==> config.mk <==
export PLATFORM = sky130hd
export DESIGN_NAME = wam_hit
export DESIGN_NICKNAME = d
export VERILOG_FILES = /design/src/rtl/wam_hit.sv
export SDC_FILE = /design/constraint.sdc
export NUM_CORES = 1
export LEC_CHECK = 0
export CAP_MARGIN = 30
export CORE_AREA = 4 4 185 205
export DETAILED_ROUTE_END_ITERATION = 7
export DIE_AREA = 0 0 189 209
export HOLD_SLACK_MARGIN = 0.1
export RECOVER_POWER = 25
export SLEW_MARGIN = 20
export SYNTH_ARGS = -nofsm -noshare
export SYNTH_HDL_FRONTEND = slang
export SYNTH_SLANG_ARGS = --single-unit
==> constraint.sdc <==
create_clock -name clk -period 2.45 [get_ports clk]
set_input_delay 0.49 -clock clk [delete_from_list [all_inputs] [get_ports clk]]
set_output_delay 0.49 -clock clk [all_outputs]
set_load 0.03 [all_outputs]
==> src/rtl/wam_hit.sv <==
// wam_hit: synchronises and debounces eight hole buttons, judges presses against the mole mask
// and drains scored hits as isolated one-hot pulses. Optional miss counting under WAM_HIT_MISS_EN.
module wam_hit #(
  parameter int DB_CYCLES = 250000
) (
  input  logic       clk,
  input  logic       clr_n,
  input  logic [7:0] btn,
  input  logic [7:0] mole,
  output logic [7:0] hit,
  output logic [7:0] whacked,
  output logic       miss,
  output logic [7:0] miss_cnt
);

  localparam int DCW = $clog2(DB_CYCLES);
  localparam logic [DCW-1:0] DC_MAX = DCW'(DB_CYCLES - 1);

  logic [7:0]          s1_r;
  logic [7:0]          s2_r;
  logic [7:0]          db_r;
  logic [7:0]          db_nxt_s;
  logic [7:0][DCW-1:0] dc_r;
  logic [7:0][DCW-1:0] dc_nxt_s;
  logic [7:0]          press_r;
  logic [7:0]          pend_r;
  logic [7:0]          pend_nxt_s;
  logic [7:0]          hit_r;
  logic [7:0]          hit_nxt_s;
  logic [7:0]          whacked_r;
  logic [7:0]          whacked_nxt_s;
  logic [7:0]          strike_s;
  logic [7:0]          grant_s;

  // Per-bit debounce: any disagreement must persist DB_CYCLES cycles; a bounce restarts the count.
  always_comb begin
    db_nxt_s = db_r;
    dc_nxt_s = dc_r;
    for (int i = 0; i < 8; i++) begin
      if (s2_r[i] == db_r[i]) begin
        dc_nxt_s[i] = {DCW{1'b0}};
      end else if (dc_r[i] == DC_MAX) begin
        db_nxt_s[i] = s2_r[i];
        dc_nxt_s[i] = {DCW{1'b0}};
      end else begin
        dc_nxt_s[i] = dc_r[i] + DCW'(1'b1);
      end
    end
  end

  // Judge presses and run the two-phase arbiter; a strike can never hit a bit being granted.
  always_comb begin
    strike_s      = press_r & mole & ~whacked_r;
    whacked_nxt_s = (whacked_r | strike_s) & mole;
    grant_s       = pend_r & (~pend_r + 8'd1);
    if (hit_r != 8'd0) begin
      hit_nxt_s  = 8'd0;
      pend_nxt_s = pend_r | strike_s;
    end else if (pend_r != 8'd0) begin
      hit_nxt_s  = grant_s;
      pend_nxt_s = (pend_r & ~grant_s) | strike_s;
    end else begin
      hit_nxt_s  = 8'd0;
      pend_nxt_s = strike_s;
    end
  end

  // Main pipeline registers: synchroniser, debounce, press detect, pending/whacked, hit.
  always_ff @(posedge clk) begin
    if (!clr_n) begin
      s1_r      <= 8'd0;
      s2_r      <= 8'd0;
      db_r      <= 8'd0;
      dc_r      <= '0;
      press_r   <= 8'd0;
      pend_r    <= 8'd0;
      whacked_r <= 8'd0;
      hit_r     <= 8'd0;
    end else begin
      s1_r      <= btn;
      s2_r      <= s1_r;
      db_r      <= db_nxt_s;
      dc_r      <= dc_nxt_s;
      press_r   <= db_nxt_s & ~db_r;
      pend_r    <= pend_nxt_s;
      whacked_r <= whacked_nxt_s;
      hit_r     <= hit_nxt_s;
    end
  end

  assign hit     = hit_r;
  assign whacked = whacked_r;

`ifdef WAM_HIT_MISS_EN
  logic       stray_s;
  logic       miss_r;
  logic [7:0] miss_cnt_r;

  assign stray_s = |(press_r & ~mole);

  // Miss pulse and saturating miss count; several stray presses in one cycle count once.
  always_ff @(posedge clk) begin
    if (!clr_n) begin
      miss_r     <= 1'b0;
      miss_cnt_r <= 8'd0;
    end else begin
      miss_r <= stray_s;
      if (stray_s && (miss_cnt_r != 8'd255)) begin
        miss_cnt_r <= miss_cnt_r + 8'd1;
      end else begin
        miss_cnt_r <= miss_cnt_r;
      end
    end
  end

  assign miss     = miss_r;
  assign miss_cnt = miss_cnt_r;
`else
  assign miss     = 1'b0;
  assign miss_cnt = 8'd0;
`endif

endmodule

# Yosys cells after proc, flatten, opt, wreduce, memory -nomap -nowiden
# Index checks and enable logic that the tools add are counted.
# Widths: inputs -> output; s select.
dict set report classes {
  shift 0
  div_mod_pow 0
  muxes 18
  n_reduce_logical 11
  n_bitwise 15
  multipliers 0
  addsub 9
  order_cmp 0
  n_eq_ne 16
}
# op count
set ops {}
lappend ops {{$add 18x1->18 const B} 8}
lappend ops {{$eq 18x18->1 const B} 8}
lappend ops {{$and 8x8->8} 6}
lappend ops {{$not 8->8} 4}
lappend ops {{$reduce_or 3->1} 9}
lappend ops {{$or 8x8->8} 3}
lappend ops {{$mux 1} 16}
lappend ops {{$mux 8} 2}
lappend ops {{$reduce_bool 8->1} 2}
lappend ops {{$add 8x1->8 const B} 1}
lappend ops {{$eq 1x1->1} 8}
lappend ops {{$not 1->1} 2}
dict set report totals {
  wordCells 84
  ram_bits 0
  rom_bits 0
  memories 0
  latchBits 0
  register_bits 200
}

# Longest topological paths before layout
dict set report logic_depth {
  word_depth 8
  mapped_depth 6
  mapped_depth_nobuf 5
}

# Worst setup path before layout
# OpenSTA, ideal clock, no wires.
dict set report synth_timing {
  path_type {register -> register}
  start {reg dc_r[72] (netlist name)}
  end {reg dc_r[85] (netlist name)}
  arrival_time_ps 1742
  n_path_buf 1
  required_time_ps 2335
  stages_incl_launch_ff 7
  setup_ps 115
  setup_slack_ps 593
  synth_period_minus_slack_ps 1857
  path_cell_list {dfxtp_1 > ha_1 > nand3_1 > or4_1 > o21ai_2 > buf_4 > nor2_1}
}
dict set report synth_via {
  elab_chain_cells 2
  word_cells_on_any_way 3
}
# item line_no
set synth_rtl {}
lappend synth_rtl {{start, declared} 23} ;# logic [7:0][DCW-1:0] dc_r;
lappend synth_rtl {{start signal, assigned} 83} ;# dc_r <= dc_nxt_s;
lappend synth_rtl {{branches (longest 2 deep; another with $add 18x1->18)} -}
# Several ways; the timed one is not identified.
# A chain may end at the register's enable or synchronous reset.

# Worst setup path in the final report
dict set report layout_timing {
  start {reg whacked_r[6] (netlist: whacked[6])}
  end {out whacked[6]}
}
# item line_no
set layout_lines {}
lappend layout_lines {{start, declared} 30} ;# logic [7:0] whacked_r;
lappend layout_lines {{start signal, assigned} 86} ;# whacked_r <= whacked_nxt_s;
lappend layout_lines {{end, declared} 11} ;# output logic [7:0] whacked,
# No word-level cell between the ends.

==> flow_summary.ini <==
[floorplan]
start_util_pct = 23.6
chipHeight_um = 209
die_w_um = 189
core-area_um2 = 35900
ios = 43
fp-row-count = 73
dieArea_um2 = 39500

[synth]
ys_seq_area_share_pct = 47.2
yosysTopAreaCellShare_pct = 47.2
ys_ff_latch = 200
synthTopCellsByArea = dfxtp_1 47%, xnor2_1 8.1%, nor2_1 6.9%
syn-cell-area_um2 = 8490
yosys_warnings = 0
synth_cells = 938
synth_cell_type_count = 46
avgSynthCellArea_um2 = 9.05
synth_top_area_cell = dfxtp_1

[detailed_routing]
ant_nets = 0
routed_wl_um = 16700
dr.pass1.iters = 4
viasPerCell = 4.36
wl_per_cell_um = 11.3
route.detailed.drc = 0
num_vias = 6447
drtIter0Drc = 308

[flow_run]
drv_cap = 0

[sta]
relSlewSlack_pct = 28.8
worstMarginPinSlew_ns = 1.07
fmax_ghz = 0.489
setup-tns-final_ns = 0
period_share_pct = 83.4
fin_crit_ns = 2.04
skew_ns = 0.0121
setup_violations = 0
rsz0062_at_grt = no
maxSlewViolCount = 0
hold_viol = 0

[clock_tree]
cts_setup_buffers = 0
clockRootBuffer = clkbuf_16
cts.clk_slew.worst_paths_ns = 0.08
cts.sinks = 200
postCtsHoldBufs = 0
clk_latency_ns = 0.43
htree_num_levels = 4
cts-resized-gates = 0
cts_buffers = 17
cts_tree = done
cts_buffer_depth = 2

[global_route]
grt_max_degree = 57
grt-ovfl-total = 0
antenna_found_initial = 0
track_usage_pct = 8.59
grt_pass1_vias = 6052
grt_pass1_wl_um = 28700

[critical_path]
slowest_stage = clkdlybuf4s50_1
critPathRequiredTime_ns = 1.96
cp-end-kind = output pin
crit_buf_inv = 1
path_class = reg -> out
critPathTopFamily = buffers and inverters
crit_path_start_kind = register
cp_cell_sequence = clkdlybuf4s50_1
path_max_fanout = 3
slowest_delay_ns = 0.71
arrival_ns = 1.55

[final_layout]
area_growth_pct = 16.8
num_antenna_cells = 0
fillers = 3774
final_cell_mix = 200 x dfxtp_1, 157 x nor2_1, 78 x xnor2_1, 60 x nand2_1, 49 x nand3_1
layout.nets = 1004
drive_gt1_share_pct = 5.55
seqCellArea_um2 = 4000
multi_input_area_um2 = 4250
final_common_cell = dfxtp_1

[pwr]
leakagePower_nw = 3.11
p_clk_share_pct = 44.6
p_switching_mw = 1.37
powerDensity_nw_per_um2 = 616
combPwrFrac_pct = 1.8
finalPower_mw = 6.11
power.internal_mw = 4.74
p_sw_share_pct = 22.4
power_frac_seq_pct = 53.6
peakVddDrop_uv = 341

[outcome]
status = completed

[placed_design]
dp_hpwl_um = 11700
place.gp.congestion = 0.784
io_buffers = 33

[worst_hold_path]
hp-class = reg -> reg
metrics by stage:
stage	setup WS, ns	util, %	hold slack [ns]	cells	instance area (um2)
finish	0.407	27.6	0.431	1478	9910
global route	0.230	27.6	0.442	1478	9910
CTS	0.339	27.8	0.429	1478	9960
detailed placement	0.544	26.2	0.417	1446	9400
global placement	0.581	26.2	0.415	1446	9400
floorplan	0.593	-	0.412	946	8520
worst paths after layout:
check / startpoint / end / slack, ns / cells past startpoint
min: s1_r[7] / s2_r[7] / 0.43 / 1
max reg2reg: dc_r[72] / dc_r[76] / 0.54 / 6
max: whacked[6] / whacked[6] / 0.41 / 1
min reg2reg: s1_r[7] / s2_r[7] / 0.43 / 1
synth_stat cells, drive strengths merged:
library cell  number
nand2b             1
nor2b              2
ha                 8
a31oi              1
and4b              3
nand4             49
nand3b             6
nor4b              9
inv               16
o311a              1
nor4              42
o31ai              7
and3              20
and2              24
o211a              8
and4               7
xor2              42
conb               1
buf               17
nand2             60
or4               14
nor3              29
a21oi             21
nor2             157
o32ai              1
or2                2
o21ai             13
nand3             52
clkbuf            18
o41ai              6
or3                9
dfxtp            200
mux2i             12
xnor2             78
nor3b              2
per-layer routing:
| metal | vias to the layer above | global-route usage (%) | wire length, um |
|---|---|---|---|
| li1 | 3365 | - | - |
| met1 | 2972 | 11.1 | 8250 |
| met2 | 92 | 14.2 | 7680 |
| met3 | 18 | 2.07 | 472 |
| met4 | 0 | 2.66 | 285 |
| met5 | - | 0 | 0 |
layout make-up:
type / count / share of cell area, %
clock buffers: 18 / 4.33
repair buffers: 48 / 4.27
clock inverters: 14 / 1.39
flip-flops and latches: 200 / 40.4
multi-input cells: 695 / 42.9
inverters: 16 / 0.606
well taps: 487 / 6.15
logic make-up (layout without fill, tap and decap cells):
family,count (synthesis),in the layout,share of synthesized area (%)
adder cells (fa/ha/maj),8,8,1.18
AO/OA/AOI/OAI,58,58,5.19
XOR/XNOR,120,120,12.4
AND/OR/NAND/NOR,488,488,29.8
multiplexers,12,12,1.42
flip-flops,200,200,47.2
buffers and inverters,51,96,2.80
other,1,9,0.0442
power groups by stage:
stage	Clock, mW	Sequential, mW	Combinational [mW]
after floorplan	0	3.35	0.0776
after global placement	0	3.35	0.120
after detailed placement	0	3.35	0.120
after CTS	2.82	3.27	0.120
after global routing	2.97	3.28	0.124
final	2.72	3.27	0.112
sequential cells by signal (all words and copies together) (netlist names):
register  cells
whacked       8
dc_r        144
s1_r          8
press_r       8
hit           8
db_r          8
pend_r        8
s2_r          8
Note: power is estimated with default switching activity, not from simulation.
